## config.mk

```make
export PLATFORM = sky130hd
export DESIGN_NAME = if_fetch_queue
export DESIGN_NICKNAME = d
export VERILOG_FILES = /design/src/rtl/if_fetch_queue.sv
export SDC_FILE = /design/constraint.sdc
export NUM_CORES = 1
export LEC_CHECK = 0
export ABC_AREA = 1
export CELL_PAD_IN_SITES_DETAIL_PLACEMENT = 1
export CELL_PAD_IN_SITES_GLOBAL_PLACEMENT = 1
export CORE_UTILIZATION = 45
export DETAILED_ROUTE_END_ITERATION = 6
export HOLD_SLACK_MARGIN = 0.05
export PLACE_DENSITY = 0.8
export SLEW_MARGIN = 20
export SYNTH_ARGS = -nofsm -noshare
export SYNTH_HDL_FRONTEND = slang
export SYNTH_SLANG_ARGS = --single-unit
```

## constraint.sdc

```tcl
create_clock -name i_clk -period 6.2 [get_ports i_clk]
set_clock_uncertainty 0.1 [all_clocks]
set_input_delay 1.24 -clock i_clk [delete_from_list [all_inputs] [get_ports i_clk]]
set_output_delay 1.24 -clock i_clk [all_outputs]
set_load 0.02 [all_outputs]
```

## src/rtl/if_fetch_queue.sv

```systemverilog
// ---------------------------------------------------------------------------
// if_fetch_queue
//
// Instruction-fetch front end between the sram-like instruction bus and the
// decode stage. It has three parts:
//   - a fetch-PC generator that issues sequential word addresses,
//   - a small FIFO that remembers the PC of every request that the bus has
//     accepted but not yet answered, so each returning word gets its PC back,
//   - a DEPTH-entry {pc, inst} queue that decode drains with valid/ready.
//
// Up to MAX_OUTSTANDING requests may be in flight. A request is issued only
// while the queue is guaranteed to have room for every in-flight response
// (occupancy + outstanding < DEPTH), so the queue never overflows. A redirect
// flushes the queue and marks every response still in flight as stale; stale
// responses are counted down and dropped as they arrive.
//
// Optional feature macro: IF_FETCHQ_BYPASS_EN
//   When defined, a response that arrives while the queue is empty, is not
//   stale, meets out_ready = 1 and does not coincide with a redirect goes
//   straight to out_* in the same cycle and is never written to the queue.
//   When undefined, out_* depend only on registered state.
//
// Parameters:
//   DEPTH           queue entries (power of two, 2..16)
//   MAX_OUTSTANDING maximum accepted-but-unreturned requests (1..DEPTH)
//   RESET_PC        first fetch address after reset
//
// Ports:
//   i_clk            rising-edge clock
//   i_rst            synchronous active-high reset
//   i_redirect       flush and restart fetch at i_redirect_pc
//   i_redirect_pc    new word-aligned fetch address
//   o_inst_req       bus request
//   o_inst_wr        always 0 (fetch only reads)
//   o_inst_size      always 2'b10 (word)
//   o_inst_addr      current fetch PC
//   i_inst_rdata     returned instruction word
//   i_inst_addr_ok   bus accepted the request this cycle
//   i_inst_data_ok   oldest outstanding request returns this cycle
//   o_out_valid      head entry valid for decode
//   i_out_ready      decode accepts the head entry
//   o_out_pc         PC of the head instruction
//   o_out_inst       head instruction word
//   o_occupancy      number of entries currently held in the queue
// ---------------------------------------------------------------------------
module if_fetch_queue #(
    parameter int          DEPTH           = 4,
    parameter int          MAX_OUTSTANDING = 2,
    parameter logic [31:0] RESET_PC        = 32'hBFC0_0000
) (
    input  logic                     i_clk,
    input  logic                     i_rst,
    input  logic                     i_redirect,
    input  logic [31:0]              i_redirect_pc,
    output logic                     o_inst_req,
    output logic                     o_inst_wr,
    output logic [1:0]               o_inst_size,
    output logic [31:0]              o_inst_addr,
    input  logic [31:0]              i_inst_rdata,
    input  logic                     i_inst_addr_ok,
    input  logic                     i_inst_data_ok,
    output logic                     o_out_valid,
    input  logic                     i_out_ready,
    output logic [31:0]              o_out_pc,
    output logic [31:0]              o_out_inst,
    output logic [$clog2(DEPTH):0]   o_occupancy
);

    // Queue pointer width, in-flight counter width and tracker pointer width.
    localparam int AW = $clog2(DEPTH);
    localparam int OW = $clog2(MAX_OUTSTANDING + 1);
    localparam int TW = (MAX_OUTSTANDING > 1) ? $clog2(MAX_OUTSTANDING) : 1;

    localparam logic [OW-1:0] MAX_OS   = OW'(MAX_OUTSTANDING);
    localparam logic [AW+1:0] DEPTH_W  = (AW + 2)'(DEPTH);
    localparam logic [TW-1:0] TRK_LAST = TW'(MAX_OUTSTANDING - 1);

    // Fetch PC and in-flight bookkeeping.
    logic [31:0]   r_fetch_pc;
    logic [OW-1:0] r_outstanding;
    logic [OW-1:0] r_discard;

    // PC tracker: one entry per accepted request, popped in bus order.
    logic [31:0]   r_trk_pc [MAX_OUTSTANDING];
    logic [TW-1:0] r_trk_rd;
    logic [TW-1:0] r_trk_wr;

    // Instruction queue storage and pointers.
    logic [31:0]   r_q_pc   [DEPTH];
    logic [31:0]   r_q_inst [DEPTH];
    logic [AW-1:0] r_rd_ptr;
    logic [AW-1:0] r_wr_ptr;
    logic [AW:0]   r_count;

    logic [AW+1:0] w_inflight;
    logic          w_credit_ok;
    logic          w_req;
    logic          w_accept;
    logic          w_return;
    logic          w_stale;
    logic [31:0]   w_ret_pc;
    logic          w_q_valid;
    logic          w_bypass;
    logic          w_push;
    logic          w_pop;
    logic [OW-1:0] w_discard_after;

    // Circular increment for the tracker, whose depth need not be a power
    // of two.
    function automatic logic [TW-1:0] trk_next(input logic [TW-1:0] p);
        return (p == TRK_LAST) ? '0 : p + TW'(1);
    endfunction

    // Credit check: only request when the queue can hold every response
    // already in flight plus this one, and the bus window is not full.
    assign w_inflight  = {1'b0, r_count} + (AW + 2)'(r_outstanding);
    assign w_credit_ok = (w_inflight < DEPTH_W) && (r_outstanding < MAX_OS);

    // A redirect cycle never issues: the address about to be presented is
    // already stale, and the new PC is loaded on the coming edge.
    assign w_req    = w_credit_ok && !i_redirect && !i_rst;
    assign w_accept = w_req && i_inst_addr_ok;

    // A data_ok with nothing outstanding is a bus protocol error and is
    // ignored completely so the counters cannot underflow.
    assign w_return  = i_inst_data_ok && (r_outstanding != '0);
    assign w_stale   = w_return && (r_discard != '0);
    assign w_ret_pc  = r_trk_pc[r_trk_rd];
    assign w_q_valid = (r_count != '0);

    // Responses that survive a redirect in the same cycle would belong to
    // the old path, so they are all counted as stale from then on.
    assign w_discard_after = r_outstanding - OW'(w_return);

`ifdef IF_FETCHQ_BYPASS_EN
    // Empty queue and a live response that decode takes right now: hand it
    // over directly instead of spending a cycle in the queue.
    assign w_bypass = !w_q_valid && w_return && !w_stale && i_out_ready
                      && !i_redirect && !i_rst;

    assign o_out_valid = w_q_valid || w_bypass;
    assign o_out_pc    = w_bypass  ? w_ret_pc
                       : (w_q_valid ? r_q_pc[r_rd_ptr]   : 32'h0);
    assign o_out_inst  = w_bypass  ? i_inst_rdata
                       : (w_q_valid ? r_q_inst[r_rd_ptr] : 32'h0);
`else
    assign w_bypass = 1'b0;

    // Outputs come purely from registers; an empty queue shows zeros so the
    // head fields read as 0 after reset rather than stale storage.
    assign o_out_valid = w_q_valid;
    assign o_out_pc    = w_q_valid ? r_q_pc[r_rd_ptr]   : 32'h0;
    assign o_out_inst  = w_q_valid ? r_q_inst[r_rd_ptr] : 32'h0;
`endif

    assign w_push = w_return && !w_stale && !i_redirect && !w_bypass;
    assign w_pop  = w_q_valid && i_out_ready;

    assign o_inst_req  = w_req;
    assign o_inst_wr   = 1'b0;
    assign o_inst_size = 2'b10;
    assign o_inst_addr = r_fetch_pc;
    assign o_occupancy = r_count;

    // Control state: fetch PC, in-flight/discard counters, tracker and queue
    // pointers. The tracker keeps moving during a redirect because stale
    // responses still need to be matched up and retired in order; only the
    // queue and the fetch PC are restarted.
    always_ff @(posedge i_clk) begin
        if (i_rst) begin
            r_fetch_pc    <= RESET_PC;
            r_outstanding <= '0;
            r_discard     <= '0;
            r_trk_rd      <= '0;
            r_trk_wr      <= '0;
            r_rd_ptr      <= '0;
            r_wr_ptr      <= '0;
            r_count       <= '0;
        end else begin
            if (w_accept) begin
                r_trk_wr <= trk_next(r_trk_wr);
            end
            if (w_return) begin
                r_trk_rd <= trk_next(r_trk_rd);
            end
            r_outstanding <= r_outstanding + OW'(w_accept) - OW'(w_return);

            if (i_redirect) begin
                r_fetch_pc <= i_redirect_pc;
                r_discard  <= w_discard_after;
                r_rd_ptr   <= '0;
                r_wr_ptr   <= '0;
                r_count    <= '0;
            end else begin
                if (w_accept) begin
                    r_fetch_pc <= r_fetch_pc + 32'd4;
                end
                if (w_stale) begin
                    r_discard <= r_discard - OW'(1);
                end
                if (w_push) begin
                    r_wr_ptr <= r_wr_ptr + AW'(1);
                end
                if (w_pop) begin
                    r_rd_ptr <= r_rd_ptr + AW'(1);
                end
                r_count <= r_count + (AW + 1)'(w_push) - (AW + 1)'(w_pop);
            end
        end
    end

    // Storage arrays carry no reset: every entry is written before the
    // pointers can make it visible, so clearing them would buy nothing.
    always_ff @(posedge i_clk) begin
        if (w_accept) begin
            r_trk_pc[r_trk_wr] <= r_fetch_pc;
        end
        if (w_push) begin
            r_q_pc[r_wr_ptr]   <= w_ret_pc;
            r_q_inst[r_wr_ptr] <= i_inst_rdata;
        end
    end

endmodule
```

==> flow_summary.toml <==
[routing]
firstDrtPassIters = 5
vias = 10477
drt_iter0_drc = 666
via_per_inst = 5.283
wirelength_um = 39350
drc = 0
wl_per_cell_um = 19.84
ant_nets = 0

[pwr]
p_leak_nw = 6.467
pwr_density_cell_mw_per_mm2 = 316.9
ir_drop_uv = 194.8

[global_route]
grt.overflow.total = 0
grt_max_degree = 83
grt_pass1_vias = 10888
antenna_found_initial = 0
grt.total_usage_pct = 23.01
grt_pass1_wl_um = 59980

[logic_synthesis]
synth_area_leaders = "edfxtp_1, nor2_1, dfxtp_1, o21ai_0, nand2_1"
syn_area_per_cell_sq_um = 11.26
synthTopCellsByCount = "nor2_1, edfxtp_1, nand2_1, o21ai_0, a21oi_1"
yosysUniqueCellTypes = 34
synth_warnings = 0
synth_edf_count = 320
synth_cells = 1348
synth_area_sq_mm = 0.01518
synth.most_common_cell = "nor2_1"
yosysTopAreaCellShare_pct = 63.30
synth_area_leader_cell = "edfxtp_1"
synth-async-reset-ratio_pct = 0
seq_area_frac_synth_pct = 69.63
synth_flop_cell = "edfxtp_1"
synth-seq-cells = 368

[placed_design]
numPortBuffers = 170
dp_cells = 1912
dpl_cell_area_sq_mm = 0.01732
dp_hpwl_um = 24570
place_congestion = 0.8672

[clock_tree]
numCtsBuffers = 39
cts_tree = "done"
clk_path_buf_depth = 3
clockRootBuffer = "clkbuf_16"
ctsResizeCount = 0
postCtsSetupBuffers = 0
cts_sinks = 368
path_clk_slew_ns = 0.06
htreeDepth = 2
ctsHoldBuffers = 0
insertion_delay_ns = 0.52

[floorplanning]
die_x_um = 185.7
io_pins = 174
fp.dieArea_sq_mm = 0.03447
start_util_pct = 46.19
die-height_um = 185.7
fp-row-count = 66
core_sq_mm = 0.03287

[setup_path]
end_kind = "output port"
cp_common_cell = "nor2_1"
cp_slowest_cell = "buf_4"
critPathMaxStageDelay_ns = 0.79
timing.rr.start = "o_occupancy[2]"
path_class = "flip-flop to output port"
reg2regPathDepth = 9
critPathArrivalTime_ns = 3.36
r2r_slack_ns = 3.41
required_ns = 4.86
crit_path_max_fanout = 82
worstReg2RegEnd = "o_occupancy[2]"
worst_setup_path_start_kind = "flip-flop"
crit_path_cell_trace = "buf_4 -> nor2_1 -> nor2_1 -> o21ai_0 -> a21oi_1 -> clkdlybuf4s50_1"

[sta]
max_freq_ghz = 0.2130
hold_violations = 0
post-route-min-period_ns = 4.695
finalMaxSlewViolations = 0
tightest_slew_ns = 1.035
rsz0062_at_grt = "no"
setup_tns_ns = 0
relSlewSlack_pct = 30.98
setup_viol = 0
min_period_over_period_pct = 75.73

[run]
cap_violations = 0

[cells_and_area]
layout.nets = 1594
layout-drive-gt1-share_pct = 7.852
fillers = 3486
stdcell_area_sq_mm = 0.01859
antenna_cells = 0
instances_no_fill = 1983
area_growth_pct = 22.46

[hold_path]
hold_end = "r_trk_rd"
hold_path_depth = 1
min_from = "r_trk_rd"
hold_path_class = "flip-flop to flip-flop"

[run_status]
outcome = "finished clean"
==> per-layer routing <==
metal	up-vias	track usage [%]	wire, um
met2	288	40.34	19590
met1	5167	28.88	16760
met4	0	6.885	832
met3	65	4.304	2169
met5	-	0	0
li1	4957	-	-
==> cells by family (layout without fill, tap and decap cells) <==
family / after synthesis / after routing / share of synthesized area [%]
simple gates: 537 / 537 / 14.04
flops: 368 / 368 / 69.63
compound gates: 249 / 249 / 8.308
buf+inv: 131 / 323 / 3.560
mux: 32 / 32 / 2.374
xor+xnor: 16 / 16 / 0.9231
fa+ha+maj: 13 / 13 / 1.121
other cells: 2 / 3 / 0.04947
==> stage by stage <==
step	util, %	setup WS (ns)	power [mW]	hold WS [ns]
detailed placement	52.71	1.855	3.637	0.3597
floorplan	-	1.284	3.333	0.3256
global placement	52.71	1.865	3.599	0.3362
CTS	56.56	1.441	5.942	0.3786
global route	56.56	1.297	6.097	0.4044
finish	56.56	1.505	5.892	0.3801
==> cells in the final DEF, fill, tap and decap left out, drive strengths merged, types with 3 or more instances in the layout <==
| cell | Yosys | final |
|---|---|---|
| nor2 | 335 | 335 |
| edfxtp | 320 | 320 |
| clkdlybuf4s50 | 0 | 170 |
| nand2 | 155 | 155 |
| o21ai | 150 | 150 |
| a21oi | 93 | 93 |
| inv | 59 | 59 |
| clkbuf | 45 | 53 |
| dfxtp | 48 | 48 |
| nand3 | 34 | 34 |
| mux2 | 32 | 32 |
| buf | 23 | 19 |
| clkinv | 4 | 16 |
| xor2 | 12 | 12 |
| ha | 12 | 12 |
| nand4 | 5 | 5 |
| nor3 | 5 | 5 |
| xnor2 | 4 | 4 |
| bufinv | 0 | 4 |
| o21bai | 3 | 3 |
| conb | 2 | 3 |
==> worst max-delay path by stage <==
stage                   start  depth (start not counted)              to
5_1_grt             flip-flop                          6    o_out_pc[31]
3_3_place_gp       i_redirect                          6      o_inst_req
3_5_place_dp       i_redirect                          6      o_inst_req
2_1_floorplan  i_inst_data_ok                          4  r_q_inst[0][0]
6_report            flip-flop                          6  o_out_inst[14]
4_1_cts             flip-flop                          6  o_out_inst[14]
==> state kept, by name, indices dropped and copies added (netlist names), named ones only <==
register	flops
r_trk_wr	1
o_inst_addr	32
r_wr_ptr	2
r_rd_ptr	2
r_discard	2
r_q_inst	128
r_q_pc	128
o_occupancy	3
r_trk_rd	1
r_outstanding	2
r_trk_pc	64
==> critical path, delay by kind of cell (launching register included) <==
family	cells	cell delay, ns
flip-flops	1	0.68
AO/OA/AOI/OAI	2	0.37
buffers and inverters	2	1.46
AND/OR/NAND/NOR	2	0.27
==> final cells by class <==
cell class              instances  area (sq um)  area share, %
clock buffers                  53          1081          5.815
clock inverters                18         186.4          1.003
inverters                      63         236.5          1.272
multi-input cells             850          4114          22.13
flip-flops and latches        368         10580          56.89
well taps                     442         553.0          2.975
repair buffers                189          1844          9.921
==> report_power, final <==
part | total, mW | leakage, nW | internal (mW) | switching (mW)
clock network | 2.30 | 0.613 | 1.39 | 0.916
logic | 0.681 | 2.57 | 0.266 | 0.415
registers | 2.91 | 3.28 | 2.83 | 0.0730
total | 5.89 | 6.47 | 4.49 | 1.40
Power figures use the tool's default switching activity.
